**config.mk**
```make
export PLATFORM = sky130hd
export DESIGN_NAME = ones_pattern_gen
export DESIGN_NICKNAME = d
export VERILOG_FILES = /design/src/rtl/ones_gen_pkg.sv /design/src/rtl/ones_pattern_gen_tick_div.sv /design/src/rtl/ones_pattern_gen.sv
export SDC_FILE = /design/constraint.sdc
export NUM_CORES = 1
export LEC_CHECK = 0
export BUFFER_PORTS_ARGS = -buffer_cell sky130_fd_sc_hd__buf_2
export CAP_MARGIN = 40
export CORE_MARGIN = 4
export CORE_UTILIZATION = 40
export DETAILED_ROUTE_END_ITERATION = 10
export PLACE_DENSITY = 0.59
export RECOVER_POWER = 25
export SYNTH_ARGS = -nofsm -noshare
export SYNTH_HDL_FRONTEND = slang
export SYNTH_SLANG_ARGS = --single-unit
```
**constraint.sdc**
```tcl
create_clock -name clk_in -period 3.18 [get_ports clk_in]
set_input_delay 0.318 -clock clk_in [delete_from_list [all_inputs] [get_ports clk_in]]
set_output_delay 0.318 -clock clk_in [all_outputs]
set_load 0.02 [all_outputs]
```
**src/rtl/ones_gen_pkg.sv**
```systemverilog
// ones_gen_pkg: shared FSM encoding and constants for ones_pattern_gen.
// Also carries the LFSR seed, tap mask and step function.
package ones_gen_pkg;

    typedef enum logic [1:0] {
        IDLE,
        SHIFT,
        DONE
    } state_t;

    localparam int DEF_WIDTH = 32;
    localparam int DEF_DIV   = 10;

    localparam logic [15:0] LFSR_SEED = 16'hACE1;
    // x^16+x^14+x^13+x^11+1, right-shifting form: taps on bits 0,2,3,5
    localparam logic [15:0] LFSR_TAPS = 16'h002D;

    function automatic logic [15:0] lfsr_step(input logic [15:0] s);
        return {^(s & LFSR_TAPS), s[15:1]};
    endfunction

endpackage

```
**src/rtl/ones_pattern_gen_tick_div.sv**
```systemverilog
// tick_div: free-running 0..DIV-1 counter with synchronous clear.
// tick is high during the last count while enabled.
module tick_div
    import ones_gen_pkg::*;
#(
    parameter int DIV = DEF_DIV
) (
    input  logic clk_in,
    input  logic reset,
    input  logic clr,
    input  logic en,
    output logic tick
);

    localparam int CNT_W = $clog2(DIV);

    logic [CNT_W-1:0] cnt;

    assign tick = en && (cnt == CNT_W'(DIV - 1));

    always_ff @(posedge clk_in or negedge reset) begin
        if (!reset) begin
            cnt <= '0;
        end else if (clr) begin
            cnt <= '0;
        end else if (en) begin
            cnt <= tick ? '0 : cnt + CNT_W'(1);
        end
    end

endmodule

```
**src/rtl/ones_pattern_gen.sv**
```systemverilog
// ones_pattern_gen: serially builds a WIDTH-bit word with exactly ones_req 1s.
// Define PATTERN_SCRAMBLE_EN to spread the ones with a 16-bit LFSR.
module ones_pattern_gen
    import ones_gen_pkg::*;
#(
    parameter int WIDTH = DEF_WIDTH,
    parameter int CW    = $clog2(WIDTH + 1),
    parameter int DIV   = DEF_DIV
) (
    input  logic             clk_in,
    input  logic             reset,
    input  logic             start,
    input  logic [CW-1:0]    ones_req,
    output logic             busy,
    output logic             done,
    output logic             err,
    output logic [WIDTH-1:0] pattern_out,
    output logic             serial_bit,
    output logic             serial_valid
);

    localparam int IW = (WIDTH > 1) ? $clog2(WIDTH) : 1;

    state_t           state, state_nxt;
    logic [CW-1:0]    ones_left, ones_nxt;
    logic [CW-1:0]    slots_left, slots_nxt;
    logic [WIDTH-1:0] sh, sh_nxt;
    logic [WIDTH-1:0] pat_nxt;
    logic [IW-1:0]    idx;
    logic             clr, tick, emit, err_nxt;
    logic             bit_b, free_bit;

    tick_div #(.DIV(DIV)) u_div (
        .clk_in (clk_in),
        .reset  (reset),
        .clr    (clr),
        .en     (state == SHIFT),
        .tick   (tick)
    );

`ifdef PATTERN_SCRAMBLE_EN
    logic [15:0] lfsr;

    always_ff @(posedge clk_in or negedge reset) begin
        if (!reset) begin
            lfsr <= LFSR_SEED;
        end else if (emit) begin
            lfsr <= lfsr_step(lfsr);
        end
    end

    assign free_bit = lfsr[0];
`else
    assign free_bit = 1'b1;
`endif

    assign idx = IW'(WIDTH - int'(slots_left));

    // Forced zeros/ones first keep popcount exact regardless of free_bit
    always_comb begin
        if (ones_left == '0) begin
            bit_b = 1'b0;
        end else if (ones_left == slots_left) begin
            bit_b = 1'b1;
        end else begin
            bit_b = free_bit;
        end
    end

    always_comb begin
        state_nxt = state;
        ones_nxt  = ones_left;
        slots_nxt = slots_left;
        sh_nxt    = sh;
        pat_nxt   = pattern_out;
        clr       = 1'b0;
        emit      = 1'b0;
        err_nxt   = 1'b0;
        unique case (1'b1)
            (state == IDLE): begin
                if (start) begin
                    if (ones_req > CW'(WIDTH)) begin
                        err_nxt = 1'b1;
                    end else begin
                        ones_nxt  = ones_req;
                        slots_nxt = CW'(WIDTH);
                        sh_nxt    = '0;
                        clr       = 1'b1;
                        state_nxt = SHIFT;
                    end
                end
            end
            (state == SHIFT): begin
                if (tick) begin
                    emit        = 1'b1;
                    sh_nxt[idx] = bit_b;
                    slots_nxt   = slots_left - CW'(1);
                    if (bit_b) begin
                        ones_nxt = ones_left - CW'(1);
                    end
                    if (slots_left == CW'(1)) begin
                        pat_nxt   = sh_nxt;
                        state_nxt = DONE;
                    end
                end
            end
            (state == DONE): begin
                state_nxt = IDLE;
            end
            default: begin
                state_nxt = IDLE;
            end
        endcase
    end

    always_ff @(posedge clk_in or negedge reset) begin
        if (!reset) begin
            state        <= IDLE;
            ones_left    <= '0;
            slots_left   <= '0;
            sh           <= '0;
            pattern_out  <= '0;
            busy         <= 1'b0;
            done         <= 1'b0;
            err          <= 1'b0;
            serial_bit   <= 1'b0;
            serial_valid <= 1'b0;
        end else begin
            state        <= state_nxt;
            ones_left    <= ones_nxt;
            slots_left   <= slots_nxt;
            sh           <= sh_nxt;
            pattern_out  <= pat_nxt;
            busy         <= (state_nxt != IDLE);
            done         <= (state_nxt == DONE);
            err          <= err_nxt;
            serial_bit   <= emit & bit_b;
            serial_valid <= emit;
        end
    end

endmodule

```
# Yosys cells after proc, flatten, opt, wreduce, memory -nomap -nowiden
# Index checks and enable logic that the tools add are counted.
# op_classes
add_sub_neg	4
order_cmp	3
n_eq_ne	8
n_mux	33
n_bitwise	1
reduce_logical	10
# ops
cell	n
2-to-1 mux 32 bit	3
one-hot mux 32 bit (2 select lines)	1
2-to-1 mux 6 bit	7
bitwise mux 32 bit	1
one-hot mux 6 bit (2 select lines)	2
2-to-1 mux 4 bit	3
subtractor 6 x 1 -> 6 bit (second input constant)	2
2-to-1 mux 1 bit	10
2-to-1 mux 2 bit	4
inequality test 2 bit (second input constant)	4
== test 6 x 1 -> 1 bit (second input constant)	1
> comparator 6 bit (second input constant)	1
zero test 6 bit	1
less-than comparator 5 x 6 -> 1 bit (second input constant)	1
nonzero test 2 bit	3
demux 1 bit (select 5 bit)	1
>= comparator 5 x 1 -> 1 bit (second input constant)	1
AND reduction 5 bit	1
subtractor 1 x 5 -> 5 bit (first input constant)	1
adder 4 x 1 -> 4 bit (second input constant)	1
== test 4 bit (second input constant)	1
one-hot mux 2 bit (2 select lines)	1
AND reduction 4 bit	1
AND reduction 3 bit	1
5 further kinds	6
# totals
register_bits	87
out_inout_bits	37

# Depth between registers and ports, before layout
# depth
ltp_word	8
depth_mapped	10
ltp_nobuf	8

# Hierarchy
# From an unflattened synthesis, not the netlist that was laid out.
# hier_totals
hier_cells	494
area_unflattened_um2	4531.8
# by_module_without_submodules
module	n_inst	cells_each	area_per_inst_um2	seq_area_each_um2
ones_pattern_gen	1	468	4290.4	2077.0
tick_div	1	26	241.5	100.1

# Worst setup path before layout
# OpenSTA, ideal clock, no wires.
# synth_path
path_kind	register to register
startpoint	register slots_left[0]
endpoint	register sh[12]
arrival_time_ns	2.296
slack_ns	0.764
path_stages_with_launch	10
n_path_buf	2
synth_period_minus_slack_ns	2.416
cell_sequence	dfrtp_1 -> clkbuf_1 -> inv_1 -> ha_1 -> clkbuf_1 -> or3b_1 -> o31ai_1 -> a21oi_1 -> o21ai_0 -> nand2_1
# synth_via
elab_chain_len	8
elab_cells_between_ends	9
cone_classes	add/sub: 1; order compare: 2; mux: 5; reduce/logical: 1
# synth_lines
item	line_no	text
from (decl)	ones_pattern_gen.sv:26	logic [CW-1:0] slots_left, slots_nxt;
from (signal assigned)	ones_pattern_gen.sv:131	slots_left <= slots_nxt;
subtractor 1 x 5 -> 5 bit (*)	ones_pattern_gen.sv:57	assign idx = IW'(WIDTH - int'(slots_left));
less-than comparator 5 x 6 -> 1 bit (implied by the code) or >= comparator 5 x 1 -> 1 bit (tied branches)	ones_pattern_gen.sv:96	sh_nxt[idx] = bit_b;
logical AND 1 bit (implied by the code)	ones_pattern_gen.sv:96	
2-to-1 mux 1 bit (implied by the code)	ones_pattern_gen.sv:96	
demux 1 bit (select 5 bit) (*)	ones_pattern_gen.sv:96	
bitwise mux 32 bit (*)	ones_pattern_gen.sv:96	
2-to-1 mux 32 bit (*)	ones_pattern_gen.sv:94	if (tick) begin
one-hot mux 32 bit (2 select lines) (*)	ones_pattern_gen.sv:79	unique case (1'b1)
to (signal assigned)	ones_pattern_gen.sv:132	sh <= sh_nxt;
to (decl)	ones_pattern_gen.sv:27	logic [WIDTH-1:0] sh, sh_nxt;
# Mark *: on every way between the ends. The rest lies on a longest branch, timed or not. The select of a mux whose other input is x is not followed.
# A chain may end at the register's enable or synchronous reset.

# Worst setup path after layout
# layout_path
startpoint	register slots_left[0]
endpoint	register sh[8]
# The elaborated chain is that of the path after synthesis.

==> qor.txt <==
Main combinational cell family by area after synthesis - simple AND/OR/NAND/NOR gates
Max Root-Sink Buffers - 2
CP peak stage delay - 550 ps
Drt first pass iters - 4
Max Freq - 411 MHz
Period utilization - 76.5%
Post-CTS setup buffers - 0
Type of origin of the critical path - register
FF-to-FF End - sh[8]
Syn nets - 506
Synth Area in Simple Gates - 22.0%
Number of CTS-inserted buffers - 9
Failing checks - max-capacitance violations, max-slew violations
Finished Layout Cells - 665
# diodes - 0
Vias/cell - 5.54
Area after DPL - 0.00482 mm²
Reg2reg path depth - 6
GRT Residual Overflow - 0
Initial drt markers - 241
# resized after CTS - 0
RSZ-0062 raised after global routing - no
Peak supply drop - 254 µV
Post-synthesis compound-gate area fraction - 20.9%
Die Y - 113 µm
Total number of yosys warnings - 0
Area Overhead vs Synth - 11.6%
Synth async-reset ratio - 100%
Setup crit end kind - register
Critical Path Fanout Max - 12
CP endpoint - sh[8]
# DRC - 0
Finished Cell Area - 0.00497 mm²
Via count - 3681
Syn_area_per_cell - 9.14 µm²
Pin count of the biggest net entering global routing - 34
Netlist cell types - 49
Setup TNS - 0 ps
Number of setup violations in the final report - 0
Core ar. - 0.0108 mm²
PortBufs - 45
CTS tree - built
Pwr per Cell Area - 702 mW/mm²
H-tree level count - 3
Hold_sp - start
Period minus WS final - 2430 ps
DRT Wirelength - 10700 µm
Number of enable flip-flop cells after synthesis - 0
Number of global-route vias before repair - 3711
Post-DP HPWL - 7040 µm
Static leakage - 2.38 nW
Critical path arrival - 2670 ps
Share of cells above drive strength 1 - 13.1%
Initial antenna violation count - 0
#FFs+latches synth - 87
Rel. slew slack - -28.7%
Nets - 540
Total track usage - 17.6%
Row cnt - 38
Post-Synth Adder-Cell Area - 2.81%
Slowest-stage cell, CP - dfrtp_1
Final Util - 45.8%
Total Power - 0.00348 W
Final Skew - 10.2 ps
Cell chain of the critical path - inv_1 > ha_1 > nor2b_1 > a32o_1 > nand2_1 > a311o_1
Clock-pin slew on the worst setup and hold paths - 80 ps
First-pass GRT wire length - 18400 µm
CTS sink count - 87
Post-synthesis sequential area ratio - 48.9%
Pins over their slew limit - 34
Number of I/O pins - 46
Xor-xnor portion of the synthesized cell area - 0.394%
Worst Setup Path Type - register to register
R2r setup slk - 750 ps
Starting Density - 41.0%
Ys flop type - dfrtp_1
Final number of hold-violating endpoints - 0
Clk root buf - clkbuf_8
Worst-Skew Late Latency - 350 ps
Placer congestion estimate - 0.796
Inst Count DP - 649
Worst EP required - 3410 ps
Wire per inst - 16.0 µm
Slew @ Worst Pin - 1930 ps
Cells after Synth - 487
Status - complete, but fails checks
Area of the mapped netlist - 0.00445 mm²
RR Startpoint - slots_left[0]
Remaining antenna violation count - 0
Die area - 0.0129 mm²
Hold Crit Class - input port to register
Mux share of post-synthesis cell area - 0.225%
CP startpoint - slots_left[0]
Max-Cap Viols - 1
Die W - 113 µm
## cell usage in the layout, fill, tap and decap left out, types with 7 or more instances in the layout
master	instances
a21oi_1	18
a311o_1	8
a31o_2	13
a32o_1	14
a32oi_1	8
and2_0	8
and2_1	10
and3_1	15
buf_2	23
buf_4	15
clkbuf_1	23
clkbuf_8	10
dfrtp_1	87
ha_1	10
inv_1	14
nand2_1	110
nand3_1	23
nor2_1	16
o211ai_1	7
o21ai_0	20
o22ai_1	7
## worst min-delay path by stage
stage	cells after the start	slack [ps]	end
after floorplan	0	20	busy
after global placement	1	310	err
after detailed placement	1	300	ones_left[4]
after CTS	3	260	err
after global routing	3	280	err
final	3	280	err
## Yosys cell counts, types with 2 or more instances
cell | instances | share of area, %
a211o_1 | 4 | 0.79
ha_1 | 10 | 2.8
inv_1 | 14 | 1.2
o22ai_1 | 7 | 0.98
nand2b_1 | 4 | 0.56
o31ai_1 | 4 | 0.67
o32a_1 | 2 | 0.45
dfrtp_1 | 87 | 49
nor3_1 | 6 | 0.67
o2bb2ai_1 | 2 | 0.39
nand4b_1 | 2 | 0.39
a32o_1 | 14 | 3.1
and2_0 | 8 | 1.1
nand2_1 | 110 | 9.3
a21oi_1 | 18 | 2.0
a32oi_1 | 8 | 1.6
nor3b_1 | 2 | 0.34
a21o_1 | 6 | 1.0
nor4_1 | 2 | 0.28
nor2b_1 | 3 | 0.42
or3_1 | 2 | 0.28
buf_2 | 8 | 0.90
and2_1 | 10 | 1.4
o21ai_0 | 20 | 2.2
xnor2_1 | 2 | 0.39
a311o_1 | 8 | 1.8
nor2_1 | 17 | 1.4
a31o_2 | 13 | 2.6
o211ai_1 | 7 | 1.2
nand3_1 | 23 | 2.6
o22a_1 | 3 | 0.59
and3_1 | 15 | 2.1
clkbuf_1 | 29 | 2.4
o21a_1 | 2 | 0.34
## logic make-up after synthesis
family	after synthesis
AOI/OAI and AO/OA	124
xor gates and xnor gates	2
adders and majority gates	10
buffers and inverters	53
DFF	87
muxes	1
and+or+nand+nor	210
## cell type report
| class | count | area (µm²) |
|---|---|---|
| fill | 1071 | 5870 |
| sequential | 87 | 2180 |
| multi-input combinational | 347 | 2060 |
| timing repair buffer | 62 | 335 |
| tap | 140 | 175 |
| clock buffer | 11 | 141 |
| inverter | 14 | 52.6 |
| clock inverter | 4 | 22.5 |
## worst max-delay path, delay by kind of cell, from the launching register on
kind / cells / cell delay [ps]
compound gates: 2 / 880
fa+ha+maj: 1 / 320
buf+inv: 1 / 140
flops: 1 / 550
simple gates: 2 / 430
## power breakdown
part / internal [W] / switching, W
clock network: 0.000297 / 0.000375
logic: 0.000456 / 0.000713
registers: 0.00137 / 0.000270
## registers in the layout (all words and copies together), names as in the netlist
name,flops
ones_left,6
err,1
state,2
serial_bit,1
slots_left,6
busy,1
done,1
u_div.cnt,4
serial_valid,1
pattern_out,32
sh,32
## through the flow
| step | setup slack, ps | hold WS, ps |
|---|---|---|
| 4_1_cts | 759 | 260 |
| 6_report | 746 | 279 |
| 3_3_place_gp | 710 | 310 |
| 3_5_place_dp | 772 | 303 |
| 2_1_floorplan | 764 | 22.4 |
| 5_1_grt | 392 | 281 |
## routing by layer
layer,GRT usage (%),wire length [µm]
met3,3.18,375
met2,27.8,4940
met4,5.29,107
met1,24.8,5230
met5,0,0
## timing repair
item	CTS	global route
endpoints found under the setup margin	0	0
hold buffers	1	0
hold endpoints to repair	31	0
Note: power is estimated with default switching activity, not from simulation.
